===== src/rtl/ps2_transmitter.sv =====
// rtl/ps2_transmitter.sv - host-to-device PS/2 byte transmitter with request-to-send sequencing
//
// Ports:
//   clk           system clock (CLK_HZ)
//   n_res         asynchronous active-low reset
//   clk0          CPU-clock phase qualifier; writes are taken only while high
//   wr_stb        write request from the I/O decode
//   wr_data       byte to send to the device
//   ps2_clock_in  raw PS/2 clock pin level (asynchronous)
//   ps2_data_in   raw PS/2 data pin level (asynchronous)
//   ps2_clock_oe  1 pulls the clock pin low, 0 releases it
//   ps2_data_oe   1 pulls the data pin low, 0 releases it
//   busy          transfer in progress (receiver should ignore device clocks)
//   done          one-clk pulse at the end of every transfer
//   ack_err       sticky: device did not acknowledge
//   timeout       sticky: device did not clock in time

module ps2_transmitter #(
   parameter int CLK_HZ      = 50000000,
   parameter int INHIBIT_US  = 120,
   parameter int START_TO_US = 15000,
   parameter int XFER_TO_US  = 2000
) (
   input  logic       clk,
   input  logic       n_res,
   input  logic       clk0,
   input  logic       wr_stb,
   input  logic [7:0] wr_data,
   input  logic       ps2_clock_in,
   input  logic       ps2_data_in,
   output logic       ps2_clock_oe,
   output logic       ps2_data_oe,
   output logic       busy,
   output logic       done,
   output logic       ack_err,
   output logic       timeout
);

   localparam int CYC_PER_US = CLK_HZ / 1000000;
   localparam int N_INH      = CYC_PER_US * INHIBIT_US;
   localparam int N_ST       = CYC_PER_US * START_TO_US;
   localparam int N_XF       = CYC_PER_US * XFER_TO_US;
   localparam int N_MAX_A    = (N_INH > N_ST) ? N_INH : N_ST;
   localparam int N_MAX      = (N_MAX_A > N_XF) ? N_MAX_A : N_XF;
   localparam int CW         = $clog2(N_MAX + 1);

   // INHIBIT holds N_INH-1 clks with data released; the REQ clk completes
   // the N_INH-clk clock-low window with the start bit already driven.
   localparam logic [CW-1:0] LD_INH = CW'(N_INH - 2);
   localparam logic [CW-1:0] LD_ST  = CW'(N_ST - 1);
   localparam logic [CW-1:0] LD_XF  = CW'(N_XF - 1);
   localparam logic [CW-1:0] ONE    = CW'(1);

   localparam logic [2:0] S_IDLE     = 3'd0;
   localparam logic [2:0] S_INHIBIT  = 3'd1;
   localparam logic [2:0] S_REQ      = 3'd2;
   localparam logic [2:0] S_WAIT_CLK = 3'd3;
   localparam logic [2:0] S_SHIFT    = 3'd4;
   localparam logic [2:0] S_TMO      = 3'd5;
   localparam logic [2:0] S_FINISH   = 3'd6;

   logic [2:0]    state_q, state_d;
   logic [CW-1:0] cnt_q, cnt_d;
   logic [3:0]    bitcnt_q, bitcnt_d;
   logic [7:0]    shreg_q, shreg_d;
   logic          par_q, par_d;
   logic          clock_oe_q, clock_oe_d;
   logic          data_oe_q, data_oe_d;
   logic          busy_q, busy_d;
   logic          ack_err_q, ack_err_d;
   logic          timeout_q, timeout_d;
   logic          clk_s1_q, clk_s2_q, clk_prev_q;
   logic          dat_s1_q, dat_s2_q;
   logic          fall;

   assign fall = clk_prev_q & ~clk_s2_q;

   always_comb begin
      state_d    = state_q;
      cnt_d      = cnt_q;
      bitcnt_d   = bitcnt_q;
      shreg_d    = shreg_q;
      par_d      = par_q;
      clock_oe_d = clock_oe_q;
      data_oe_d  = data_oe_q;
      busy_d     = busy_q;
      ack_err_d  = ack_err_q;
      timeout_d  = timeout_q;
      case (state_q)
         S_IDLE: begin
            if (wr_stb & clk0) begin
               shreg_d    = wr_data;
               par_d      = ~^wr_data;
               ack_err_d  = 1'b0;
               timeout_d  = 1'b0;
               busy_d     = 1'b1;
               clock_oe_d = 1'b1;
               data_oe_d  = 1'b0;
               bitcnt_d   = 4'd0;
               cnt_d      = LD_INH;
               state_d    = S_INHIBIT;
            end
         end
         S_INHIBIT: begin
            if (cnt_q == '0) begin
               data_oe_d = 1'b1;
               state_d   = S_REQ;
            end else begin
               cnt_d = cnt_q - ONE;
            end
         end
         S_REQ: begin
            clock_oe_d = 1'b0;
            cnt_d      = LD_ST;
            state_d    = S_WAIT_CLK;
         end
         S_WAIT_CLK: begin
            if (fall) begin
               data_oe_d = ~shreg_q[0];
               bitcnt_d  = 4'd1;
               cnt_d     = LD_XF;
               state_d   = S_SHIFT;
            end else if (cnt_q == '0) begin
               clock_oe_d = 1'b0;
               data_oe_d  = 1'b0;
               timeout_d  = 1'b1;
               state_d    = S_TMO;
            end else begin
               cnt_d = cnt_q - ONE;
            end
         end
         S_SHIFT: begin
            if (cnt_q != '0) begin
               cnt_d = cnt_q - ONE;
            end
            // An edge arriving on the expiry clk still counts.
            if (fall) begin
               bitcnt_d = bitcnt_q + 4'd1;
               case (bitcnt_q)
                  4'd1, 4'd2, 4'd3, 4'd4, 4'd5, 4'd6, 4'd7: data_oe_d = ~shreg_q[bitcnt_q[2:0]];
                  4'd8:    data_oe_d = ~par_q;
                  4'd9:    data_oe_d = 1'b0;
                  default: begin
                     if (dat_s2_q) begin
                        ack_err_d = 1'b1;
                     end
                     state_d = S_FINISH;
                  end
               endcase
            end else if (cnt_q == '0) begin
               clock_oe_d = 1'b0;
               data_oe_d  = 1'b0;
               timeout_d  = 1'b1;
               state_d    = S_TMO;
            end
         end
         S_TMO: begin
            clock_oe_d = 1'b0;
            data_oe_d  = 1'b0;
            timeout_d  = 1'b1;
            state_d    = S_FINISH;
         end
         S_FINISH: begin
            busy_d  = 1'b0;
            state_d = S_IDLE;
         end
         default: begin
            clock_oe_d = 1'b0;
            data_oe_d  = 1'b0;
            busy_d     = 1'b0;
            state_d    = S_IDLE;
         end
      endcase
   end

   always_ff @(posedge clk or negedge n_res) begin
      if (!n_res) begin
         state_q    <= S_IDLE;
         cnt_q      <= '0;
         bitcnt_q   <= 4'd0;
         shreg_q    <= 8'd0;
         par_q      <= 1'b0;
         clock_oe_q <= 1'b0;
         data_oe_q  <= 1'b0;
         busy_q     <= 1'b0;
         ack_err_q  <= 1'b0;
         timeout_q  <= 1'b0;
         // Idle bus level is high; starting high avoids a false edge.
         clk_s1_q   <= 1'b1;
         clk_s2_q   <= 1'b1;
         clk_prev_q <= 1'b1;
         dat_s1_q   <= 1'b1;
         dat_s2_q   <= 1'b1;
      end else begin
         state_q    <= state_d;
         cnt_q      <= cnt_d;
         bitcnt_q   <= bitcnt_d;
         shreg_q    <= shreg_d;
         par_q      <= par_d;
         clock_oe_q <= clock_oe_d;
         data_oe_q  <= data_oe_d;
         busy_q     <= busy_d;
         ack_err_q  <= ack_err_d;
         timeout_q  <= timeout_d;
         clk_s1_q   <= ps2_clock_in;
         clk_s2_q   <= clk_s1_q;
         clk_prev_q <= clk_s2_q;
         dat_s1_q   <= ps2_data_in;
         dat_s2_q   <= dat_s1_q;
      end
   end

   assign ps2_clock_oe = clock_oe_q;
   assign ps2_data_oe  = data_oe_q;
   assign busy         = busy_q;
   assign done         = (state_q == S_FINISH);
   assign ack_err      = ack_err_q;
   assign timeout      = timeout_q;

endmodule


===== config.mk =====
export PLATFORM = sky130hd
export DESIGN_NAME = ps2_transmitter
export DESIGN_NICKNAME = d
export VERILOG_FILES = /design/src/rtl/ps2_transmitter.sv
export SDC_FILE = /design/constraint.sdc
export NUM_CORES = 1
export LEC_CHECK = 0
export CORE_MARGIN = 4
export CORE_UTILIZATION = 57
export CTS_BUF_LIST = sky130_fd_sc_hd__clkbuf_16
export CTS_CLUSTER_DIAMETER = 100
export DETAILED_ROUTE_END_ITERATION = 10
export DONT_BUFFER_PORTS = 1
export MAX_ROUTING_LAYER = met4
export PLACE_DENSITY = 0.75
export SLEW_MARGIN = 10
export SYNTH_ARGS = -nofsm -noshare
export SYNTH_HDL_FRONTEND = slang
export SYNTH_SLANG_ARGS = --single-unit

===== constraint.sdc =====
create_clock -name clk -period 2.18 [get_ports clk]
set_clock_uncertainty 0.05 [all_clocks]
set_input_delay 0.218 -clock clk [delete_from_list [all_inputs] [get_ports clk]]
set_output_delay 0.218 -clock clk [all_outputs]
set_load 0.005 [all_outputs]

* Word level (Yosys, flattened, before mapping)
Index checks and enable logic that the tools add are counted.
** Operators by class
- $add $sub $neg :: 2
- Order comparisons :: 1
- Equality and inequality tests :: 26
- Mux-type cells :: 36
- Bitwise gates (word level) :: 9
- Reduce and logical (&&, ||, !) cells :: 23
** Operators with widths (count)
- $pmux W20 S5 :: 1
- $mux W20 :: 4
- $logic_not A20 Y1 :: 1
- $reduce_bool A20 Y1 :: 1
- $sub A20 B1 Y20 const B :: 1
- $mux W3 :: 6
- $pmux W3 S6 :: 1
- $eq A4 B3 Y1 const B :: 4
- $ne A2 B2 Y1 const B :: 8
- $reduce_and A4 Y1 :: 4
- $mux W1 :: 13
- $mux W4 :: 3
- $pmux W4 S3 :: 1
- $eq A3 B3 Y1 const B :: 3
- $pmux W1 S3 :: 3
- $reduce_or A9 Y1 :: 1
- $eq A4 B2 Y1 const B :: 2
- $eq A4 B4 Y1 const B :: 2
- $reduce_xnor A8 Y1 :: 1
- $not A1 Y1 :: 7
- $reduce_or A7 Y1 :: 1
- $eq A3 B2 Y1 const B :: 2
- $reduce_and A3 Y1 :: 2
- $reduce_bool A3 Y1 :: 2
- 18 further kinds :: 23
** Storage, ports and cells
- Flip-flop bits (word level) :: 46
- Input bits :: 14
- Output and inout port bits :: 6
- Word-level logic and storage cells :: 112

* Logic depth before layout (Yosys ltp)
- Depth after elaboration :: 6
- Mapped depth :: 8
- Mapped depth without buffers :: 7

* Worst setup path before layout
No wires, ideal clock.
- Kind :: register to register
- From :: register cnt_q[0]
- To :: register cnt_q[16]
- Library setup time :: 0.124 ns
- Data arrival time :: 2.115 ns
- Required time :: 2.006 ns
- Slack :: -0.109 ns
- Stages on the path, launching flop included :: 9
- Buffers on the path :: 1
- Clock period less this slack :: 2.289 ns
- Cells stage by stage :: dfrtp_1 > inv_1 > ha_1 > or4b_1 > nor4_4 > buf_6 > nand2_1 > a21o_1 > a211o_1
** Between the ends
- Cells in the longest elaborated chain, start to end :: 4
- Elaborated cells between the ends (all ways) :: 9
- Those cells by class :: add/sub (1); eq/ne (1); mux (4); reduce/logical (3)
** Ends and longest elaborated chain
- start, declared :: RTL line 63 : logic [CW-1:0] cnt_q, cnt_d;
- start signal, assigned :: RTL line 196 : cnt_q <= cnt_d;
- $sub A20 B1 Y20 or $logic_not A20 Y1 (tied branches)
- $mux W20 :: RTL line 105, 123
- $mux W20 :: RTL line 118 : if (fall) begin
- $pmux W20 S5 :: RTL line 89 : case (state_q)
Several ways; a longest one is shown, not always the timed one. The select of a mux whose other input is x is not followed.
A chain may end at the register's enable or synchronous reset.

* Worst setup path in the final report
- From :: register cnt_q[0]
- To :: register data_oe_q (netlist: ps2_data_oe)
** Between the ends
- Cells in the longest elaborated chain, start to end :: 4
- Elaborated cells between the ends (all ways) :: 7
- Those cells by class :: eq/ne (1); mux (4); reduce/logical (2)
** Ends and longest elaborated chain
- $logic_not A20 Y1 * :: RTL line 105, 123, 150
- $mux W1
- $mux W1 (on tied branches)
- $pmux W1 S5
- end signal, assigned :: RTL line 201 : data_oe_q <= data_oe_d;
- end, declared :: RTL line 68 : logic data_oe_q, data_oe_d;
Mark *: on every way between the ends. The rest lies on a longest branch, timed or not.

==> metrics.md <==
| Metric | Value |
|---|---|
| Hold Startpoint | wr_data[1] |
| Via count | 3155 |
| Fillcell total | 277 |
| Multi-input gate area | 0.00188 mm2 |
| Layout area overhead | 41.5% |
| Number of distinct library cells after synthesis | 60 |
| Leading area contributor after synthesis | dfrtp_1 |
| Post-DR wirelength/cell | 20.0 um |
| Slew Viols, Final | 0 |
| Synth Warn # | 0 |
| R2r endpoint | ps2_data_oe |
| Gr ovfl total | 0 |
| ANT nets after route | 0 |
| Static Leak | 0.00174 uW |
| Largest net degree at the start of global routing | 47 |
| RSZ-0062 raised after global routing | yes |
| Minimum clock period | 2320 ps |
| Register area share after synthesis | 40.2% |
| CTS Buf Count | 5 |
| Worst setup margin | -144 ps |
| Slew @ Worst Pin | 772 ps |
| Ys async rst share | 100% |
| FP Rows | 25 |
| Die footprint | 0.00625 mm2 |
| Die Y | 79.1 um |
| Worst reg2reg path depth | 8 |
| DR DRC count | 0 |
| Critical path required time | 2310 ps |
| PortBufs | 0 |
| Setup TNS | -1660 ps |
| CTS Buffer Depth | 2 |
| CTS tree | yes |
| Power Internal | 3500 uW |
| Clock-pin slew on the worst setup and hold paths | 70 ps |
| Fin crit share | 107% |
| Fmax | 0.430 GHz |
| Syn_nets | 349 |
| GRT Resource Usage Total | 30.6% |
| Count of flip-flops with a built-in enable after synthesis | 0 |
| Sw Share | 44.4% |
| Normalized max-slew margin | 48.5% |
| Startpoint types | flip-flop |
| Status | finished, violations left |
| Initial antenna violation count | 0 |
| Worst Hold End | shreg_q[1] |
| Min-delay worst type | in2reg |
| Power density of the placed cells | 1550 mW/mm2 |
| CTS H-tree depth | 2 |
| Avg Inst Size Synth | 8.72 um2 |
| Design area | 0.00407 mm2 |
| Layout Nets | 428 |
| Worst skew pair latency | 290 ps |
| Worst hold path cell count | 2 |
| Sequential share of power | 22.8% |
| Crit Path Category | reg2reg |
| Core area | 0.00482 mm2 |
| Top cell type's share of synthesized area | 35.7% |
| Mapped Cells | 330 |
| CTS root buf | clkbuf_16 |
| Final setup fails | 21 |
| First-pass GRT wire length | 14.5 mm |
| Vias per cell | 6.61 |
| Vias in the first global route | 3052 |
| Clock group share of total power | 11.7% |
| Layout cell share with drive strength beyond 1 | 33.9% |
| Pre-Repair DR Iteration Count | 5 |
| Initial Util | 59.7% |
| Failing checks | negative setup slack |
| Yosys reg bits | 46 |
| Worst Path Max Fanout | 6 |
| Placed Area | 0.00335 mm2 |
| Synth Flop Type | dfrtp_1 |
| Max_cap viols | 0 |
| HPWL after DPL | 6.05 mm |
| Sw power | 2800 uW |
| Synth Cell Area | 0.00288 mm2 |
| Drt initial violations | 485 |
| Hold slack final | 4.10 ps |
| DP Worst Slack | -151 ps |
| GPL Wtd Cong | 0.944 |
| DP Cell Count | 439 |
| Sequential cell area | 0.00116 mm2 |
| Main area contributors after synthesis | dfrtp_1 36%, nand2_1 5.9%, o21ai_0 4.9% |
| Hold Violations, Final | 0 |
| I/O pin count | 20 |
| Chip Width | 79.1 um |
| CP arrival | 2450 ps |
| # diodes | 0 |
| Wirelength, routed | 9.55 mm |
| Clk sinks | 46 |
| RR Startpoint | cnt_q[0] |
| Fin cells | 477 |
| VDD IR max | 1.03 mV |
| FF-to-FF setup slack | -140 ps |
| Comb power frac | 65.5% |
| CP Capture Type | flip-flop |
[synth_stat cells, types with 5 or more instances]
master,n
o22ai_1,6
a31oi_1,10
dfstp_2,5
nor2b_1,5
a21oi_1,24
o211ai_1,5
ha_1,5
xnor2_1,7
o21ai_0,28
nor2_1,24
clkbuf_1,9
nand2_1,45
dfrtp_1,41
nand3_1,8
nor3_1,12
inv_1,12
o31ai_1,5
[cell families after synthesis]
| kind of cell | count (synthesis) | synth area share [%] |
|---|---|---|
| compound gates | 112 | 25.8 |
| xor+xnor | 8 | 2.43 |
| simple gates | 127 | 22.5 |
| mux | 4 | 2.26 |
| fa+ha+maj | 5 | 2.17 |
| buf+inv | 28 | 4.56 |
| flops | 46 | 40.2 |
[power groups by stage]
stage	sequential (uW)	combinational [uW]	clock (uW)
floorplan	1410	1910	0
global placement	1430	3020	0
detailed placement	1440	3090	0
CTS	1430	3380	747
global route	1470	4380	782
finish	1430	4120	739
[stage by stage]
| stage | utilization, % | total power (uW) |
|---|---|---|
| after floorplan | - | 3320 |
| after global placement | 69.5 | 4450 |
| after detailed placement | 69.5 | 4530 |
| after CTS | 77.9 | 5550 |
| after global routing | 84.5 | 6630 |
| final | 84.5 | 6290 |
[worst max path at each step]
stage,from,endpoint
floorplan,cnt_q[1],ps2_data_oe
global placement,cnt_q[1],cnt_q[16]
detailed placement,cnt_q[1],cnt_q[16]
CTS,cnt_q[0],cnt_q[4]
global route,cnt_q[1],cnt_q[6]
finish,cnt_q[0],ps2_data_oe
[per-layer routing]
metal / wire length (um) / share of wire (%) / track usage, %
met3: 692 / 7.2 / 6.92
met4: 468 / 4.9 / 13.7
met2: 4600 / 48 / 50.6
met5: 0 / 0 / -
met1: 3780 / 40 / 35.6
[flip-flops by register name, indices dropped and copies added, names as in the netlist, 3 cells and up]
| signal | cells |
|---|---|
| cnt_q | 20 |
| shreg_q | 8 |
| bitcnt_q | 4 |
| state_q | 3 |
[worst max-delay path: stages, from the launching register on]
cell and delay [ps]:
dfrtp_1 390, inv_2 80, ha_4 150, or4b_4 490, nor4_4 260, buf_6 190, a21oi_2 70, a221o_1 320
a22o_1 210
[final cells by class]
type                    instances  share of cell area, %
well taps                      67                   2.06
clock inverters                 3                  0.400
inverters                      12                   1.11
multi-input cells             256                   46.1
clock buffers                   5                   3.07
flip-flops and latches         46                   28.4
repair buffers                 88                   18.9
[what timing repair did]
| item | CTS | global route |
|---|---|---|
| buffers inserted | 10 | 9 |
| pin swaps | 15 | 15 |
| gates resized for setup | 18 | 46 |
| hold buffers | 11 | 0 |
| hold endpoints to repair | 55 | 0 |
| gates cloned | 0 | 0 |
| endpoints found under the setup margin | 25 | 25 |
[layout by cell type (no fill, tap or decap), drive strengths merged, types with 3 or more instances in the layout]
| cell type | n |
|---|---|
| and2 | 3 |
| o311ai | 3 |
| o21ai | 29 |
| nor2 | 24 |
| o221ai | 3 |
| xnor2 | 7 |
| o41ai | 5 |
| dfstp | 5 |
| nand3 | 8 |
| dlygate4sd3 | 10 |
| nor3 | 12 |
| dfrtp | 41 |
| o22ai | 7 |
| nand2b | 4 |
| o31ai | 5 |
| inv | 12 |
| o21bai | 4 |
| nand2 | 46 |
| a21o | 3 |
| a31oi | 10 |
| nor2b | 5 |
| or4 | 3 |
| nand3b | 3 |
| clkbuf | 6 |
| ha | 5 |
| buf | 77 |
| a21oi | 24 |
| nor4 | 3 |
| nand4 | 4 |
| o211ai | 5 |
(Power assumes the default switching activity.)
